File: src/rtl/counter_sequencer.sv
// Purpose : command-side sequencer that programs an event counter for N passes of a job.
// Latency : handshake at t -> LOAD at t+1, first enable at t+2; cnt_event at k -> pass_done/done at k+1.
// Backpr. : cmd_ready is high only in IDLE; commands presented while busy wait until IDLE.
//
// Ports:
//   clk, reset                      clock, synchronous active-high reset
//   cmd_valid/cmd_ready             job handshake; cmd_end_val, cmd_repeat latched on accept
//   cmd_abort                       cancels a job in progress (ignored in IDLE)
//   cnt_end_val/cnt_load/cnt_reset/cnt_enable  counter programming pins
//   cnt_event                       counter end event, sampled only in RUN
//   pass_idx, pass_done, done, busy status towards tile control
//   timeout                         watchdog pulse
//
// Optional watchdog: define SEQ_WATCHDOG_EN to abandon a RUN pass that sees no
// cnt_event within WDOG_CYCLES cycles. Without it, timeout is tied to 0.
module counter_sequencer #(
  parameter int COUNTER_WIDTH = 32,
  parameter int REPEAT_WIDTH  = 16,
  parameter int WDOG_CYCLES   = 1024
) (
  input  logic                     clk,
  input  logic                     reset,
  input  logic                     cmd_valid,
  output logic                     cmd_ready,
  input  logic [COUNTER_WIDTH-1:0] cmd_end_val,
  input  logic [REPEAT_WIDTH-1:0]  cmd_repeat,
  input  logic                     cmd_abort,
  output logic [COUNTER_WIDTH-1:0] cnt_end_val,
  output logic                     cnt_load,
  output logic                     cnt_reset,
  output logic                     cnt_enable,
  input  logic                     cnt_event,
  output logic [REPEAT_WIDTH-1:0]  pass_idx,
  output logic                     pass_done,
  output logic                     done,
  output logic                     busy,
  output logic                     timeout
);

  localparam logic [1:0] S_IDLE = 2'd0;
  localparam logic [1:0] S_LOAD = 2'd1;
  localparam logic [1:0] S_RUN  = 2'd2;
  localparam logic [1:0] S_DONE = 2'd3;

  localparam int WDOG_W = $clog2(WDOG_CYCLES) + 1;

  logic [1:0]               state;
  logic [1:0]               state_nxt;
  logic [COUNTER_WIDTH-1:0] end_val_q;
  logic [REPEAT_WIDTH-1:0]  repeat_q;
  logic                     rst_pulse_q;   // counter reset on the IDLE cycle after abort/timeout
  logic                     pass_done_q;
  logic                     abort_act;
  logic                     evt_ok;        // event that completes a pass (abort wins)
  logic                     last_pass;
  logic                     wdog_expire;

  assign abort_act = cmd_abort && (state != S_IDLE);
  assign evt_ok    = (state == S_RUN) && cnt_event && !abort_act;
  assign last_pass = (pass_idx == repeat_q - REPEAT_WIDTH'(1));

`ifdef SEQ_WATCHDOG_EN
  logic [WDOG_W-1:0] wdog_cnt;
  logic              timeout_q;

  // Expiry is judged on the WDOG_CYCLES-th RUN cycle; an event in that same
  // cycle still completes the pass.
  assign wdog_expire = (state == S_RUN) && !cnt_event &&
                       (wdog_cnt == WDOG_W'(WDOG_CYCLES - 1));

  always_ff @(posedge clk) begin
    if (reset) begin
      wdog_cnt  <= '0;
      timeout_q <= 1'b0;
    end else begin
      if (state == S_LOAD)
        wdog_cnt <= '0;
      else if (state == S_RUN)
        wdog_cnt <= wdog_cnt + WDOG_W'(1);
      timeout_q <= wdog_expire && !abort_act;
    end
  end

  assign timeout = timeout_q;
`else
  // Keeps the watchdog parameter referenced in builds without the watchdog.
  logic [WDOG_W-1:0] unused_wdog_cfg;
  assign unused_wdog_cfg = WDOG_W'(WDOG_CYCLES);
  assign wdog_expire     = 1'b0;
  assign timeout         = 1'b0;
`endif

  always_comb begin
    state_nxt = state;
    case (state)
      S_IDLE: if (cmd_valid) state_nxt = (cmd_repeat == '0) ? S_DONE : S_LOAD;
      S_LOAD: state_nxt = S_RUN;
      S_RUN: begin
        if (cnt_event)        state_nxt = last_pass ? S_DONE : S_LOAD;
        else if (wdog_expire) state_nxt = S_IDLE;
      end
      default: state_nxt = S_IDLE;
    endcase
    if (abort_act) state_nxt = S_IDLE;
  end

  always_ff @(posedge clk) begin
    if (reset) begin
      state       <= S_IDLE;
      end_val_q   <= '0;
      repeat_q    <= '0;
      pass_idx    <= '0;
      rst_pulse_q <= 1'b0;
      pass_done_q <= 1'b0;
    end else begin
      state       <= state_nxt;
      pass_done_q <= evt_ok;
      rst_pulse_q <= abort_act || wdog_expire;
      if (state == S_IDLE && cmd_valid) begin
        end_val_q <= cmd_end_val;
        repeat_q  <= cmd_repeat;
      end
      // Index is 0 whenever the sequencer sits in IDLE; DONE keeps the last index.
      if (state == S_IDLE || state_nxt == S_IDLE)
        pass_idx <= '0;
      else if (evt_ok && !last_pass)
        pass_idx <= pass_idx + REPEAT_WIDTH'(1);
    end
  end

  assign cmd_ready   = (state == S_IDLE);
  assign busy        = (state != S_IDLE);
  assign cnt_load    = (state == S_LOAD);
  assign cnt_enable  = (state == S_RUN);
  assign cnt_reset   = (state == S_LOAD) || (state == S_DONE) || rst_pulse_q;
  assign done        = (state == S_DONE);
  assign pass_done   = pass_done_q;
  assign cnt_end_val = end_val_q;

endmodule

File: config.mk
export PLATFORM = sky130hd
export DESIGN_NAME = counter_sequencer
export DESIGN_NICKNAME = d
export VERILOG_FILES = /design/src/rtl/counter_sequencer.sv
export SDC_FILE = /design/constraint.sdc
export NUM_CORES = 1
export LEC_CHECK = 0
export CAP_MARGIN = 20
export CELL_PAD_IN_SITES_DETAIL_PLACEMENT = 1
export CELL_PAD_IN_SITES_GLOBAL_PLACEMENT = 1
export CORE_MARGIN = 8
export CORE_UTILIZATION = 29
export DETAILED_ROUTE_END_ITERATION = 12
export GPL_TIMING_DRIVEN = 0
export PLACE_DENSITY = 0.82
export SLEW_MARGIN = 20
export SYNTH_ARGS = -nofsm -noshare
export SYNTH_HDL_FRONTEND = slang
export SYNTH_SLANG_ARGS = --single-unit
File: constraint.sdc
create_clock -name clk -period 3.3 [get_ports clk]
set_input_delay 0.33 -clock clk [delete_from_list [all_inputs] [get_ports clk]]
set_output_delay 0.33 -clock clk [all_outputs]
set_load 0.1 [all_outputs]
Yosys cells after proc, flatten, opt, wreduce, memory -nomap -nowiden
Cells that the tools add are included.
{ "op_classes": {"n_mux": 6, "reduce_logical": 15, "n_eq_ne": 4, "addsub": 2} }
{ "op_table": {"columns": ["op", "count"], "rows": [
  ["$add 16x1->16 const B", 1],
  ["$eq 16x16->1", 1],
  ["$logic_not 16->1", 1],
  ["$sub 16x1->16 const B", 1],
  ["$mux 2", 5],
  ["$pmux 2 s3", 1],
  ["$logic_and 1x1->1", 5],
  ["$eq 2x2->1 const B", 2],
  ["$logic_not 2->1", 2],
  ["$logic_or 1x1->1", 3],
  ["$eq 2x1->1 const B", 1],
  ["$logic_not 1->1", 2],
  ["$reduce_bool 2->1", 1],
  ["$reduce_or 2->1", 1]
]} }
{ "word_totals": {"reg_bits": 68, "out_inout_bits": 56, "inputBits": 53, "word_cells": 33} }

Depth between registers and ports, before layout
Gate-level depths: netlist of the first run.
{ "depth": {"ltp_word": 9, "mapped_depth": 12, "depth_no_buf": 9} }

Least setup slack after synthesis of the first run
OpenSTA, ideal clock, no wires.
{ "synth_path": {"kind": "reg2reg", "start": "register repeat_q[0]", "end": "register pass_idx[14]", "setup_ns": 0.080, "t_arrival_ns": 3.071, "path_slack_ns": 0.149, "n_path_buf": 3, "required_time_ns": 3.220, "stages_incl_launch_ff": 13, "period_less_slack_ns": 3.151, "path_cell_list": "dfxtp_1 clkbuf_1 inv_1 ha_1 or3b_2 or4_1 a32oi_1 o21ai_1 and4_1 buf_6 buf_6 or4_4 a211oi_2"} }
{ "synth_between": {"elab_chain_cells": 9, "word_cells_on_any_way": 11, "classes_between": "add/sub: 1; eq/ne: 1; mux: 4; reduce/logical: 5"} }
{ "synth_lines": {"columns": ["element", "line", "rtl"], "rows": [
  ["from (decl)", "50", "logic [REPEAT_WIDTH-1:0] repeat_q;"],
  ["from (signal assigned)", "121", "repeat_q <= cmd_repeat;"],
  ["$sub 16x1->16 *", "60", "assign last_pass = (pass_idx == repeat_q - REPEAT_WIDTH'(1));"],
  ["$eq 16x16->1 *", "60", null],
  ["$mux 2 (2 in a row)", "99", "if (cnt_event) state_nxt = last_pass ? S_DONE : S_LOAD;"],
  ["$pmux 2 s3", "95", "case (state)"],
  ["$mux 2", "104", "if (abort_act) state_nxt = S_IDLE;"],
  ["$logic_not 2->1", "124", "if (state == S_IDLE || state_nxt == S_IDLE)"],
  ["$logic_or 1x1->1", "124", null],
  ["$reduce_or 2->1 (no line)", null, null],
  ["to (signal assigned)", "127", "pass_idx <= pass_idx + REPEAT_WIDTH'(1);"],
  ["to (decl)", "33", "output logic [REPEAT_WIDTH-1:0] pass_idx,"]
]} }
Mark *: on every way between the ends. The rest lies on a longest branch, timed or not.
A chain may end at the register's enable or synchronous reset.

Worst setup path in the final report of the first run
Ends and elaborated chain as after synthesis.

==> impl_metrics.json, run 1 <==
{
  "status": "completed",
  "netlist_instances": 431,
  "synth_area_leader_cell": "dfxtp_1",
  "total_power_mw": 2.35,
  "cp_data_required_time_ps": 3550,
  "synth_top_flop_cell": "dfxtp_1",
  "internal-power_mw": 1.57,
  "cts_buffers": 9,
  "synth_cell_types": 51,
  "critPathArrivalTime_ps": 3460,
  "rr_worst_depth": 11,
  "hold_start": "reset",
  "root_buffer": "clkbuf_16",
  "hold_path_end": "state[0]",
  "overflow": 0,
  "synth_seq_area_share": 0.411,
  "power_frac_seq": 0.379,
  "nets": 601,
  "grt_max_degree": 12,
  "placementRows": 39,
  "rsz0062_at_grt": "false",
  "antenna_found_initial": 0,
  "yosysWarnings": 0,
  "start_util": 0.294,
  "rrSetupSlack_ps": 90,
  "worstSetupStartpoint": "repeat_q[0]",
  "powerDensity_nw_per_um2": 483,
  "clock_skew_ps": 3.85,
  "worst-setup-path-type": "flop to flop",
  "antennaDiodeCount": 0,
  "synth_edf_count": 0,
  "synth_nets": 486,
  "numClockSinks": 68,
  "dieArea_sq_um": 15100,
  "clk_path_buf_depth": 2,
  "min_period_ps": 3210,
  "drc": 0,
  "ys_top_cells_by_area": "dfxtp_1 41%, nand2_1 12%, a21oi_1 8.2%",
  "core_area_sq_um": 11300,
  "synth_common_cells": "110 x nand2_1, 68 x dfxtp_1, 54 x a21oi_1, 24 x clkbuf_1, 17 x a211oi_1",
  "async_flop_share": 0,
  "wire_per_inst_um": 17.2,
  "grt_pass1_wl_um": 19300,
  "dr.pass1.iters": 4,
  "drive_gt1_frac": 0.0653,
  "portBuffers": 106,
  "grt_usage": 0.161,
  "ys_ff_latch": 68,
  "pwr-share-comb": 0.247,
  "p_switching_mw": 0.776,
  "fmax_mhz": 311,
  "cap_viol_max_count": 0,
  "hold_path_class": "input pin to flop",
  "final_max_slew_viol_count": 0,
  "vias_per_cell": 5.16,
  "relSlewSlack": 0.313,
  "antenna_left": 0,
  "setup_tns_ps": 0,
  "setup_viol": 0,
  "syn_to_final_growth_pct": 47.0,
  "post_synth.cell_area_avg_sq_um": 7.68,
  "worst_setup_path_start_kind": "flop",
  "reg2reg_to": "pass_idx[14]",
  "drt-initial-drc-count": 116,
  "leakagePower_nw": 1.68,
  "path_max_fanout": 10,
  "clockPowerShare": 0.374,
  "syn-cell-area_sq_um": 3310,
  "worst_pin_slew_ps": 1030,
  "synth_top_area_frac": 0.411,
  "endpoint_kind": "flop",
  "die_x_um": 123,
  "min_path_cells": 2,
  "dp_hpwl_um": 9390,
  "r2r-start": "repeat_q[0]",
  "cts_htree_levels": 3,
  "path_clk_slew_ps": 60,
  "period_share": 0.973,
  "die_y_um": 123,
  "grt_pass1_vias": 3796,
  "synth.most_common_cell": "nand2_1",
  "drt-total-wl_um": 12000,
  "io_pins": 109,
  "clock_latency_ps": 330,
  "cts_tree": "built",
  "hold_viol": 0,
  "vias": 3582,
  "switching_share": 0.330,
  "routabilityCongestion": 0.801,
  "ir_worst_vdd_uv": 300
}
==> worst max-delay path: stages, from the launching register on <==
cell and delay, ps:
dfxtp_2 370, inv_1 80, ha_2 240, or3b_4 440
or4_1 480, a32oi_1 210, o21ai_1 120, and4_1 190
buf_6 130, buf_6 130, or4_4 510, a211oi_2 210
==> metal layers <==
metal  vias up  wire length [um]  global-route usage
met5         -                 0                   0
met3        12              1080              0.0704
met4         0               119              0.0548
met1      1728              4700               0.169
li1       1751                 -                   -
met2        91              6070               0.281
==> logic make-up (layout without fill, tap and decap cells) <==
| group | Yosys count | count (layout) | share of synthesized area |
|---|---|---|---|
| simple gates | 191 | 191 | 0.273 |
| other cells | 1 | 1 | 0.00113 |
| mux | 2 | 2 | 0.00642 |
| xor+xnor | 19 | 19 | 0.0502 |
| buf+inv | 40 | 160 | 0.0514 |
| flops | 68 | 68 | 0.411 |
| fa+ha+maj | 2 | 2 | 0.00755 |
| compound gates | 108 | 108 | 0.199 |
==> cell type report <==
type,instances,area [sq um]
tap,143,179
multi-input combinational,323,1830
fill,1359,6400
clock buffer,12,246
sequential,68,1360
buffer,31,140
clock inverter,4,25.0
inverter,7,26.3
timing repair buffer,106,1060
==> cells in the final DEF (no fill, tap or decap), types with 3 or more instances in the layout <==
| cell | count |
|---|---|
| or4_1 | 9 |
| a21oi_1 | 53 |
| o31ai_1 | 8 |
| nand4_1 | 4 |
| nor3_1 | 10 |
| xnor2_1 | 10 |
| dfxtp_1 | 66 |
| nand2_1 | 110 |
| and3_1 | 3 |
| inv_1 | 7 |
| clkdlybuf4s50_1 | 106 |
| nor4_1 | 7 |
| buf_1 | 5 |
| nor3b_1 | 3 |
| xor2_1 | 9 |
| nor2_1 | 10 |
| a211oi_1 | 16 |
| clkbuf_16 | 9 |
| nand3_1 | 10 |
| o21ai_0 | 12 |
| or3_1 | 11 |
| clkbuf_1 | 21 |
==> state kept, by name, indices dropped and copies added, names as in the netlist <==
name         count
cnt_end_val     32
pass_idx        16
repeat_q        16
state            2
pass_done        1
rst_pulse_q      1
==> power by group through the flow <==
stage          combinational [mW]  clock [mW]  sequential, mW
2_1_floorplan               0.222           0            1.07
3_3_place_gp                0.559           0           0.902
3_5_place_dp                0.574           0           0.905
4_1_cts                     0.578       0.896           0.891
5_1_grt                     0.614       0.939           0.896
6_report                    0.580       0.879           0.891
==> stage by stage <==
stage / hold WS (ps) / area [sq um] / util / setup slack (ps) / std cells
floorplan: 449 / 3310 / - / 149 / 431
global placement: 442 / 4550 / 0.404 / -219 / 680
detailed placement: 454 / 4550 / 0.404 / -410 / 680
CTS: 308 / 4840 / 0.429 / 5.15 / 694
global route: 356 / 4870 / 0.432 / 19.6 / 694
finish: 309 / 4870 / 0.432 / 89.7 / 694
==> worst max-delay path by stage <==
stage / slack, ps / to
after floorplan: 150 / pass_idx[14]
after global placement: -220 / pass_idx[12]
after detailed placement: -410 / pass_idx[10]
after CTS: 5 / pass_idx[14]
after global routing: 20 / pass_idx[4]
final: 90 / pass_idx[14]
==> what timing repair did <==
action                     in CTS  in global routing
hold buffers                    0                  0
setup endpoints to repair      17                 16
gates resized for setup         8                  7
buffers inserted                0                  0
(Power assumes the default switching activity.)
==> run 2, diff against run 1 <==
--- a/config.mk
+++ b/config.mk
@@ -8,7 +8,6 @@
 export CAP_MARGIN = 20
 export CELL_PAD_IN_SITES_DETAIL_PLACEMENT = 1
 export CELL_PAD_IN_SITES_GLOBAL_PLACEMENT = 1
-export CORE_MARGIN = 8
 export CORE_UTILIZATION = 29
 export DETAILED_ROUTE_END_ITERATION = 12
 export GPL_TIMING_DRIVEN = 0
==> constraint.sdc (replaced) <==
create_clock -name clk -period 3.3 [get_ports clk]
set_input_delay 0.99 -clock clk [delete_from_list [all_inputs] [get_ports clk]]
set_output_delay 0.99 -clock clk [all_outputs]
set_load 0.1 [all_outputs]
==> impl_metrics.json, run 2 (synthesized netlist as in run 1, its figures left out) <==
{
  "cap_viol_max_count": 0,
  "p_switching_mw": 0.787,
  "drt-total-wl_um": 11200,
  "endpoint_kind": "output port",
  "clock_skew_ps": 6.14,
  "grt_pass1_wl_um": 18000,
  "max_stage_delay_ps": 1150,
  "largest_reg_flops": 32,
  "total_power_mw": 2.52,
  "place_inst": 677,
  "dr.pass1.iters": 4,
  "fmax_mhz": 316,
  "vias_per_cell": 5.15,
  "antennaDiodeCount": 0,
  "status": "completed",
  "grt_usage": 0.197,
  "nets": 601,
  "final_cells": 691,
  "internal-power_mw": 1.73,
  "clockPowerShare": 0.418,
  "cts_htree_levels": 3,
  "drt-initial-drc-count": 136,
  "fillers": 1310,
  "dieArea_sq_um": 11900,
  "final_max_slew_viol_count": 0,
  "powerDensity_nw_per_um2": 512,
  "portBuffers": 106,
  "core_area_sq_um": 11000,
  "start_util": 0.302,
  "placementRows": 38,
  "period_share": 0.957,
  "path_max_fanout": 8,
  "numClockSinks": 68,
  "placed_cell_area_sq_um": 4550,
  "critPathArrivalTime_ps": 2170,
  "cts_tree": "built",
  "hold_viol": 0,
  "rsz0062_at_grt": "false",
  "worst_setup_path_start_kind": "flop",
  "routabilityCongestion": 0.767,
  "path_clk_slew_ps": 60,
  "whs_ps": 457,
  "grt_max_degree": 13,
  "drive_gt1_frac": 0.0708,
  "pwr-share-comb": 0.227,
  "final_cell_mix": "110 x nand2_1, 106 x clkdlybuf4s50_1, 66 x dfxtp_1",
  "switching_share": 0.313,
  "min_period_ps": 3160,
  "cts_buffers": 9,
  "leakagePower_nw": 1.70,
  "power_frac_seq": 0.354,
  "grt_pass1_vias": 3695,
  "slowest_stage": "clkdlybuf4s50_1",
  "cts_hold_buf": 0,
  "overflow": 0,
  "multi_input_area_sq_um": 1820,
  "wire_per_inst_um": 16.2,
  "dp_hpwl_um": 8440,
  "post-cts-setup-buffer-count": 0,
  "die_y_um": 109,
  "hold_path_class": "flop to flop",
  "use_met3": 0.0693,
  "worst-setup-path-type": "flop to output port",
  "regArea_sq_um": 1360,
  "cp_data_required_time_ps": 2310,
  "drc": 0,
  "io_pins": 109,
  "top_usage_layer": "met2",
  "clock_latency_ps": 330,
  "worst_pin_slew_ps": 1020,
  "antenna_found_initial": 0,
  "die_x_um": 109,
  "final_common_cell": "nand2_1",
  "ir_worst_vdd_uv": 263,
  "grt_use_met1": 0.220,
  "relSlewSlack": 0.315,
  "syn_to_final_growth_pct": 48.2,
  "root_buffer": "clkbuf_16",
  "grtUsageMet2": 0.341,
  "clk_path_buf_depth": 2,
  "cp_cell_sequence": "nor2b_1 > clkdlybuf4s50_1",
  "final_util": 0.447,
  "setup_viol": 0,
  "finalInstanceArea_sq_um": 4910,
  "vias": 3562,
  "antenna_left": 0
}
run 2: per-stage QoR:
stage,setup TNS [ps],setup WS [ps]
after floorplan,0,149
after global placement,-3260,-264
after detailed placement,-4680,-326
after CTS,0,13.8
after global routing,0,1.58
final,0,140
run 2: power groups by stage:
| stage | sequential, mW | clock (mW) | combinational, mW |
|---|---|---|---|
| 2_1_floorplan | 1.07 | 0 | 0.222 |
| 3_3_place_gp | 0.902 | 0 | 0.557 |
| 3_5_place_dp | 0.905 | 0 | 0.569 |
| 4_1_cts | 0.891 | 1.06 | 0.571 |
| 5_1_grt | 0.896 | 1.11 | 0.612 |
| 6_report | 0.891 | 1.05 | 0.572 |
run 2: timing repair:
action / 4_1_cts / 5_1_grt
endpoints found under the hold margin: 0 / 0
resized for setup: 5 / 10
pin swaps: 0 / 1
endpoints found under the setup margin: 17 / 16
run 2: critical path: cells and delay by family, from the launching register on:
| kind | cells | cell delay [ps] |
|---|---|---|
| buffers and inverters | 1 | 1150 |
| flip-flops | 1 | 480 |
| AND/OR/NAND/NOR | 1 | 210 |
run 2: path summary, 6_finish.rpt:
| check | from | end | slack (ps) | depth (start not counted) |
|---|---|---|---|---|
| worst max-delay path | state[0] | cnt_load | 140 | 2 |
| worst min-delay path | cnt_end_val[6] | cnt_end_val[6] | 460 | 2 |
| worst max register to register | repeat_q[0] | pass_idx[3] | 170 | 11 |
| worst min register to register | cnt_end_val[6] | cnt_end_val[6] | 460 | 2 |
run 2: layout make-up:
class	instances	share of cell area
sequential	68	0.278
clock inverter	6	0.0178
inverter	7	0.00535
clock buffer	10	0.0487
tap	140	0.0357
multi-input combinational	323	0.370
timing repair buffer	106	0.216
buffer	31	0.0285
run 2: routing by layer:
metal | wire length [um] | part of all wire | vias to the layer above
li1 | - | - | 1750
met1 | 4550 | 0.41 | 1699
met2 | 5670 | 0.51 | 95
met3 | 783 | 0.070 | 18
met4 | 221 | 0.020 | 0
met5 | 0 | 0 | -
